### config.mk
export PLATFORM = sky130hd
export DESIGN_NAME = muldiv_sequencer
export DESIGN_NICKNAME = d
export VERILOG_FILES = /design/src/rtl/muldiv_sequencer.sv
export SDC_FILE = /design/constraint.sdc
export NUM_CORES = 1
export LEC_CHECK = 0
export ABC_AREA = 0
export CAP_MARGIN = 20
export CORE_MARGIN = 8
export CORE_UTILIZATION = 50
export DETAILED_ROUTE_END_ITERATION = 10
export DONT_BUFFER_PORTS = 1
export GPL_ROUTABILITY_DRIVEN = 0
export SLEW_MARGIN = 0
export SYNTH_ARGS = -nofsm -noshare
export SYNTH_HDL_FRONTEND = slang
export SYNTH_SLANG_ARGS = --single-unit
### constraint.sdc
create_clock -name clk -period 20 [get_ports clk]
set_input_delay 2 -clock clk [delete_from_list [all_inputs] [get_ports clk]]
set_output_delay 2 -clock clk [all_outputs]
set_load 0.1 [all_outputs]
### src/rtl/muldiv_sequencer.sv
// muldiv_sequencer: control and datapath for the iterative RV32M multiply/divide
// unit in Execute. Operands are held as magnitudes; the sign is applied once at
// the end, so one shift-add / restoring-divide loop covers every funct3.
module muldiv_sequencer #(
    parameter int XLEN      = 32,
    parameter bit FAST_SPEC = 1'b1
) (
    input  logic            clk,
    input  logic            rst,
    input  logic            start,
    input  logic [2:0]      funct3,
    input  logic [XLEN-1:0] op_a,
    input  logic [XLEN-1:0] op_b,
    input  logic            flush,
    output logic            stall,
    output logic            busy,
    output logic            done,
    output logic [XLEN-1:0] result
);
    localparam int CW = $clog2(XLEN);
    localparam logic [1:0] IDLE = 2'd0;
    localparam logic [1:0] RUN  = 2'd1;
    localparam logic [1:0] FIN  = 2'd2;
    localparam logic [XLEN-1:0] MSB_ONLY = {1'b1, {(XLEN-1){1'b0}}};

    logic [1:0]      state_q, state_d;
    logic [CW-1:0]   cnt_q, cnt_d;
    logic [2:0]      f3_q, f3_d;
    logic            neg_q, neg_d;
    logic [XLEN-1:0] hi_q, hi_d;     // product high half / partial remainder
    logic [XLEN-1:0] lo_q, lo_d;     // multiplier shifting out / dividend -> quotient
    logic [XLEN-1:0] opnd_q, opnd_d; // multiplicand or divisor magnitude
    logic [XLEN-1:0] result_q, result_d;
    logic            done_q, done_d;
    logic            busy_q;

    logic            accept, is_div, sgn_a, sgn_b, a_neg, b_neg, b_zero, ovf, special;
    logic [XLEN-1:0] mag_a, mag_b, spec_res;

    assign accept   = (state_q == IDLE) & start & ~flush;
    assign is_div   = funct3[2];
    // MULH, MULHSU, DIV, REM treat rs1 as signed; MULH, DIV, REM also rs2.
    // MUL is taken unsigned: the low half of the product does not depend on sign.
    assign sgn_a    = (funct3 == 3'b001) | (funct3 == 3'b010) | (funct3 == 3'b100) | (funct3 == 3'b110);
    assign sgn_b    = (funct3 == 3'b001) | (funct3 == 3'b100) | (funct3 == 3'b110);
    assign a_neg    = sgn_a & op_a[XLEN-1];
    assign b_neg    = sgn_b & op_b[XLEN-1];
    assign mag_a    = a_neg ? -op_a : op_a;
    assign mag_b    = b_neg ? -op_b : op_b;
    assign b_zero   = (op_b == '0);
    assign ovf      = is_div & ~funct3[0] & (op_a == MSB_ONLY) & (op_b == '1);
    assign special  = FAST_SPEC & is_div & (b_zero | ovf);
    // funct3[1] separates REM* from DIV* within the divide group
    assign spec_res = b_zero ? (funct3[1] ? op_a : '1) : (funct3[1] ? '0 : MSB_ONLY);

    logic [XLEN:0]     add_s, sub_s;
    logic [XLEN-1:0]   hi_n, lo_n, q_c, r_c, fin_res;
    logic [2*XLEN-1:0] prod, prod_c;

    // One iteration: shift-add for multiply, restoring subtract for divide
    always_comb begin
        add_s = {1'b0, hi_q} + (lo_q[0] ? {1'b0, opnd_q} : '0);
        sub_s = {hi_q, lo_q[XLEN-1]} - {1'b0, opnd_q};
        if (f3_q[2]) begin
            if (!sub_s[XLEN]) begin
                hi_n = sub_s[XLEN-1:0];
                lo_n = {lo_q[XLEN-2:0], 1'b1};
            end else begin
                hi_n = {hi_q[XLEN-2:0], lo_q[XLEN-1]};
                lo_n = {lo_q[XLEN-2:0], 1'b0};
            end
        end else begin
            hi_n = add_s[XLEN:1];
            lo_n = {add_s[0], lo_q[XLEN-1:1]};
        end
    end

    // Sign correction and result selection on the final iteration
    always_comb begin
        prod   = {hi_n, lo_n};
        prod_c = neg_q ? -prod : prod;
        q_c    = neg_q ? -lo_n : lo_n;
        r_c    = neg_q ? -hi_n : hi_n;
        case (f3_q)
            3'b000:                fin_res = prod_c[XLEN-1:0];
            3'b001, 3'b010, 3'b011: fin_res = prod_c[2*XLEN-1:XLEN];
            3'b100, 3'b101:        fin_res = q_c;
            default:               fin_res = r_c;
        endcase
    end

    // Sequencer next-state: IDLE -> RUN (XLEN steps) or straight to FIN -> IDLE
    always_comb begin
        state_d  = state_q;
        cnt_d    = cnt_q;
        f3_d     = f3_q;
        neg_d    = neg_q;
        hi_d     = hi_q;
        lo_d     = lo_q;
        opnd_d   = opnd_q;
        result_d = result_q;
        done_d   = 1'b0;
        case (state_q)
            IDLE: begin
                if (accept) begin
                    f3_d   = funct3;
                    // quotient sign is a^b, but a divide by zero keeps all-ones / rs1
                    neg_d  = (is_div & funct3[1]) ? a_neg : ((a_neg ^ b_neg) & ~(is_div & b_zero));
                    hi_d   = '0;
                    lo_d   = is_div ? mag_a : mag_b;
                    opnd_d = is_div ? mag_b : mag_a;
                    if (special) begin
                        state_d  = FIN;
                        result_d = spec_res;
                        done_d   = 1'b1;
                    end else begin
                        state_d = RUN;
                        cnt_d   = CW'(XLEN-1);
                    end
                end
            end
            RUN: begin
                if (flush) begin
                    state_d = IDLE;
                end else begin
                    hi_d = hi_n;
                    lo_d = lo_n;
                    if (cnt_q == '0) begin
                        state_d  = FIN;
                        result_d = fin_res;
                        done_d   = 1'b1;
                    end else begin
                        cnt_d = cnt_q - CW'(1);
                    end
                end
            end
            default: state_d = IDLE;
        endcase
    end

    // State, datapath and output registers
    always_ff @(posedge clk or posedge rst) begin
        if (rst) begin
            state_q  <= IDLE;
            cnt_q    <= '0;
            f3_q     <= '0;
            neg_q    <= 1'b0;
            hi_q     <= '0;
            lo_q     <= '0;
            opnd_q   <= '0;
            result_q <= '0;
            done_q   <= 1'b0;
            busy_q   <= 1'b0;
        end else begin
            state_q  <= state_d;
            cnt_q    <= cnt_d;
            f3_q     <= f3_d;
            neg_q    <= neg_d;
            hi_q     <= hi_d;
            lo_q     <= lo_d;
            opnd_q   <= opnd_d;
            result_q <= result_d;
            done_q   <= done_d;
            busy_q   <= (state_d != IDLE);
        end
    end

    assign stall  = accept | (state_q == RUN);
    assign busy   = busy_q;
    assign done   = done_q;
    assign result = result_q;
endmodule

======== Yosys cells after proc, flatten, opt, wreduce, memory -nomap -nowiden ========
Index checks and enable logic that the tools add are counted.
operators by class
  bitwise logic cells ..................... 22
  mux-type cells .......................... 43
  equality and inequality tests ........... 18
  reductions and logical operators ........ 12
  $add $sub $neg .......................... 8
operators by type and width
  kind                  number
  $mux 32               21
  $pmux 32 s2           3
  $neg 32->32           4
  $pmux 32 s3           1
  $eq 32x32->1 const B  2
  $mux 64               1
  $neg 64->64           1
  $add 32x32->33        1
  $sub 33x32->33        1
  $logic_not 32->1      1
  $mux 5                4
  $eq 3x3->1 const B    4
  $ne 2x2->1 const B    6
  $and 1x1->1           11
  $pmux 5 s2            1
  $reduce_and 5->1      2
  $eq 3x2->1 const B    3
  $mux 2                4
  $or 1x1->1            7
  $eq 3x1->1 const B    2
  $mux 1                6
  $logic_not 5->1       1
  $sub 5x1->5 const B   1
  $pmux 2 s2            1
  other kinds (11)      14
storage, ports and cells
  word-level logic and storage cells ...... 113
  flip-flop bits (word level) ............. 141
  input bits .............................. 71

======== Longest topological paths before layout ========
  word-level depth ........................ 10
  gate-level depth with buffers ........... 29
  mapped depth without buffers ............ 24

======== Worst setup path after synthesis ========
OpenSTA, ideal clock, no wires.
  path kind ............................... flip-flop to flip-flop
  from .................................... reg lo_q[31]
  to ...................................... reg result_q[26] (netlist: result[26])
  cell stages (with the launch flop) ...... 27
  arrival time ............................ 6286 ps
  slack ................................... 13572 ps
  period minus slack after synthesis ...... 6428 ps
  cells stage by stage .................... dfrtp_1 > inv_1 > ha_1 > inv_1 > fa_1 > a211oi_1 > o211ai_1 > a211oi_2 > or3_1 > buf_2 > a211o_4 > buf_2 > clkbuf_1 > clkbuf_1 > o21ai_0 > inv_1 > ha_1 > o211ai_1 > or4_1 > nor4_1 > nand3_1 > nand2b_1 > or3_4 > o41ai_4 > xnor2_1 > a221oi_2 > o221ai_1
between the ends
  cells in the longest elaborated chain, start to end .. 9
  elaborated cells on any way between the ends .. 15
  those cells by class .................... 4 x add/sub; 11 x mux
ends and longest elaborated chain
  item                                       RTL line  source
  start: declaration                         31        logic [XLEN-1:0] lo_q, lo_d;
  start signal: assignment                   160       lo_q <= lo_d;
  $sub 33x32->33                             63        sub_s = {hi_q, lo_q[XLEN-1]} - {1'b0, opnd_q};
  $mux 1 / $mux 32 (equally long branches)   65        if (!sub_s[XLEN]) begin
  $mux 32                                    64        if (f3_q[2]) begin
  $neg 64->64, or another cell as far along  81        prod_c = neg_q ? -prod : prod;
  $mux 64, or another cell as far along      81
  $pmux 32 s3 (*)                            84        case (f3_q)
  $mux 32 (*)                                128       if (cnt_q == '0) begin
  $mux 32 (*)                                123       if (flush) begin
  $pmux 32 s2 (*)                            103       case (state_q)
  end signal: assignment                     162       result_q <= result_d;
  end: declaration                           33        logic [XLEN-1:0] result_q, result_d;
Mark *: on every way between the ends. The rest lies on a longest branch, timed or not. The select of a mux whose other input is x is not followed.
A chain may end at the register's enable or synchronous reset.

======== Worst setup path after layout ========
Ends and elaborated chain as after synthesis.

==> impl_metrics.tcl <==
set metrics [dict create \
    routedWlPerCell_um 24.2 \
    max-clock-path-buffers 2 \
    vias 16647 \
    chipHeight_um 194 \
    core_area_um2 31300 \
    final_hold_viol_count 0 \
    post_cts_buffers 0 \
    grt_pass1_wl_mm 94.1 \
    drc 0 \
    final_max_slew_viol_count 0 \
    rows 65 \
    syn_avg_cell_area_um2 7.23 \
    worstMarginPinSlew_ns 1.10 \
    clock_sinks 141 \
    postRouteAntennaNets 0 \
    die_area_um2 37500 \
    grt_max_degree 114 \
    postCtsHoldBufs 0 \
    ys_warn_count 0 \
    crit_type "reg -> reg" \
    ys.flop_type "dfrtp_1" \
    final-setup-viol-count 0 \
    cts_made_buffers 17 \
    r2r-start "lo_q[31]" \
    clockRootBuffer "clkbuf_16" \
    arrival_ns 7.30 \
    max_cap_violations 0 \
    max_slew_margin_pct 26.7 \
    fmax_ghz 0.143 \
    endpoint_kind "flop" \
    dr.pass1.iters 6 \
    syn_nets 2327 \
    ys_ff_latch 141 \
    crit_end "result[26]" \
    h-tree-depth 4 \
    detailed_place_hpwl_mm 46.5 \
    synthTopCellsByCount "nand2_1, nor2_1, o21ai_0" \
    routed_wl_mm 60.8 \
    initial_utilization_pct 50.4 \
    die-width_um 194 \
    io_buffers 0 \
    nFillCells 3076 \
    syn-instance-count 2183 \
    startpoint "lo_q[31]" \
    synth_most_common_cell "nand2_1" \
    synth_top_area_share_pct 22.4 \
    rsz0062_at_grt "no" \
    nNetsFinal 2241 \
    async_flop_share_pct 100 \
    clk_latency_ns 0.44 \
    grt_usage_pct 31.6 \
    timing.final.ws_setup_ns 12.99 \
    drt_iter0_markers 1932 \
    ys_seq_area_share_pct 22.4 \
    synthDistinctLibCells 88 \
    hold_path_class "reg -> reg" \
    synth_area_leaders "dfrtp_1, o21ai_0, a21oi_1, nand2_1, ha_1" \
    crit_fanout 34 \
    finalSetupTns_ns 0 \
    grt_pass1_vias 15645 \
    fin_util_pct 53.2 \
    r2r-end "result[26]" \
    worstPathRequired_ns 20.29 \
    grt_antenna_before_repair 1 \
    synthesis.area_um2 15800 \
    path_clk_slew_ns 0.06 \
    fin_skew_ns 0.0136 \
    area_delta_synth_final_pct 5.58 \
    ir_drop_v 0.0000798 \
    synth_top_area_cell "dfrtp_1" \
    ios 106 \
    critPathLaunchType "flop" \
    fin_crit_ns 7.01 \
    viasPerCell 6.62 \
    drive_gt1_share_pct 5.36 \
    period_share_pct 35.1 \
    rr_worst_depth 23 \
    powerDensity_nw_per_um2 137 \
    status "completed" \
    cts_tree "done" \
    finalInstanceArea_um2 16700 \
    dp_slack_ns 13.05 \
    synth-edff-count 0 \
    gr-total-overflow 0 \
    ctsResizeCount 0 \
    r2r_slack_ns 12.99 \
    dpl_cell_area_um2 16000 \
    total_leakage_power_uw 0.00665 \
]
==> critical path: stages, from the launching register on <==
cell and delay (ns):
dfrtp_1 0.43, inv_1 0.09, ha_1 0.19, inv_1 0.06
fa_1 0.42, a211oi_1 0.29, o211ai_1 0.18, a211oi_2 0.59
or3_1 0.37, a211o_4 0.48, o21ai_0 0.24, inv_1 0.12
ha_1 0.21, o211ai_1 0.14, or4_1 0.57, nor4_1 0.32
buf_4 0.19, nand3_1 0.15, nand2b_1 0.40, or3_4 0.49
o41ai_4 0.36, xnor2_1 0.12, a221oi_2 0.30, o221ai_1 0.14
==> power breakdown <==
part	switching [µW]	internal (µW)
logic	943	531
registers	111	348
clock network	140	202
==> sequential cells by signal, indices dropped and copies added, names as in the netlist <==
register / cells
busy: 1
cnt_q: 5
done: 1
f3_q: 3
hi_q: 32
lo_q: 32
neg_q: 1
opnd_q: 32
result: 32
state_q: 2
==> layout by cell type (no fill, tap or decap), types with 31 or more instances in the layout <==
master,count
a21oi_1,208
a31oi_1,31
and2_1,47
dfrtp_1,139
ha_1,71
inv_1,69
mux2i_1,45
nand2_1,245
nand3_1,51
nor2_1,218
nor3_1,63
o211ai_1,32
o21ai_0,213
o31ai_1,33
xnor2_1,75
xor2_1,79
==> per-layer routing <==
layer | up-vias | global-route usage (%) | part of all wire [%]
met1 | 7957 | 42.8 | 43
li1 | 7816 | - | -
met4 | 2 | 9.83 | 2.8
met3 | 103 | 7.05 | 10
met2 | 769 | 49.6 | 44
met5 | - | 0 | 0.021
==> cell type report <==
cell class	instances	area [µm²]	share of cell area, %
Clock inverter	11	141	0.849
Inverter	73	279	1.68
Multi-Input combinational cell	1832	11500	68.9
Antenna cell	1	2.50	0.0150
Timing Repair Buffer	32	256	1.54
Clock buffer	21	460	2.76
Sequential cell	141	3530	21.2
Tap cell	402	503	3.02
==> logic make-up after synthesis <==
kind of cell | count (synthesis) | share of synthesized area (%)
and+or+nand+nor | 797 | 24.1
adders and majority gates | 73 | 5.89
xor gates and xnor gates | 154 | 8.55
muxes | 59 | 3.85
DFF | 141 | 22.4
AOI/OAI and AO/OA | 749 | 30.2
buffers and inverters | 210 | 5.07
==> how the worst min path moves through the flow <==
stage	from	endpoint	slack, ns	depth (start not counted)
after CTS	cnt_q[0]	cnt_q[0]	0.50	1
after global placement	opnd_q[0]	opnd_q[0]	0.49	2
after detailed placement	opnd_q[2]	opnd_q[2]	0.49	2
after global routing	cnt_q[0]	cnt_q[0]	0.53	1
final	opnd_q[2]	opnd_q[2]	0.50	2
after floorplan	cnt_q[0]	cnt_q[0]	0.46	1
==> metrics by stage <==
step	instances	hold slack, ns	power (µW)
2_1_floorplan	2183	0.461	1490
3_3_place_gp	2478	0.488	1870
3_5_place_dp	2479	0.490	1880
4_1_cts	2511	0.500	2230
5_1_grt	2512	0.527	2430
6_report	2513	0.504	2270
(Power assumes the default switching activity.)
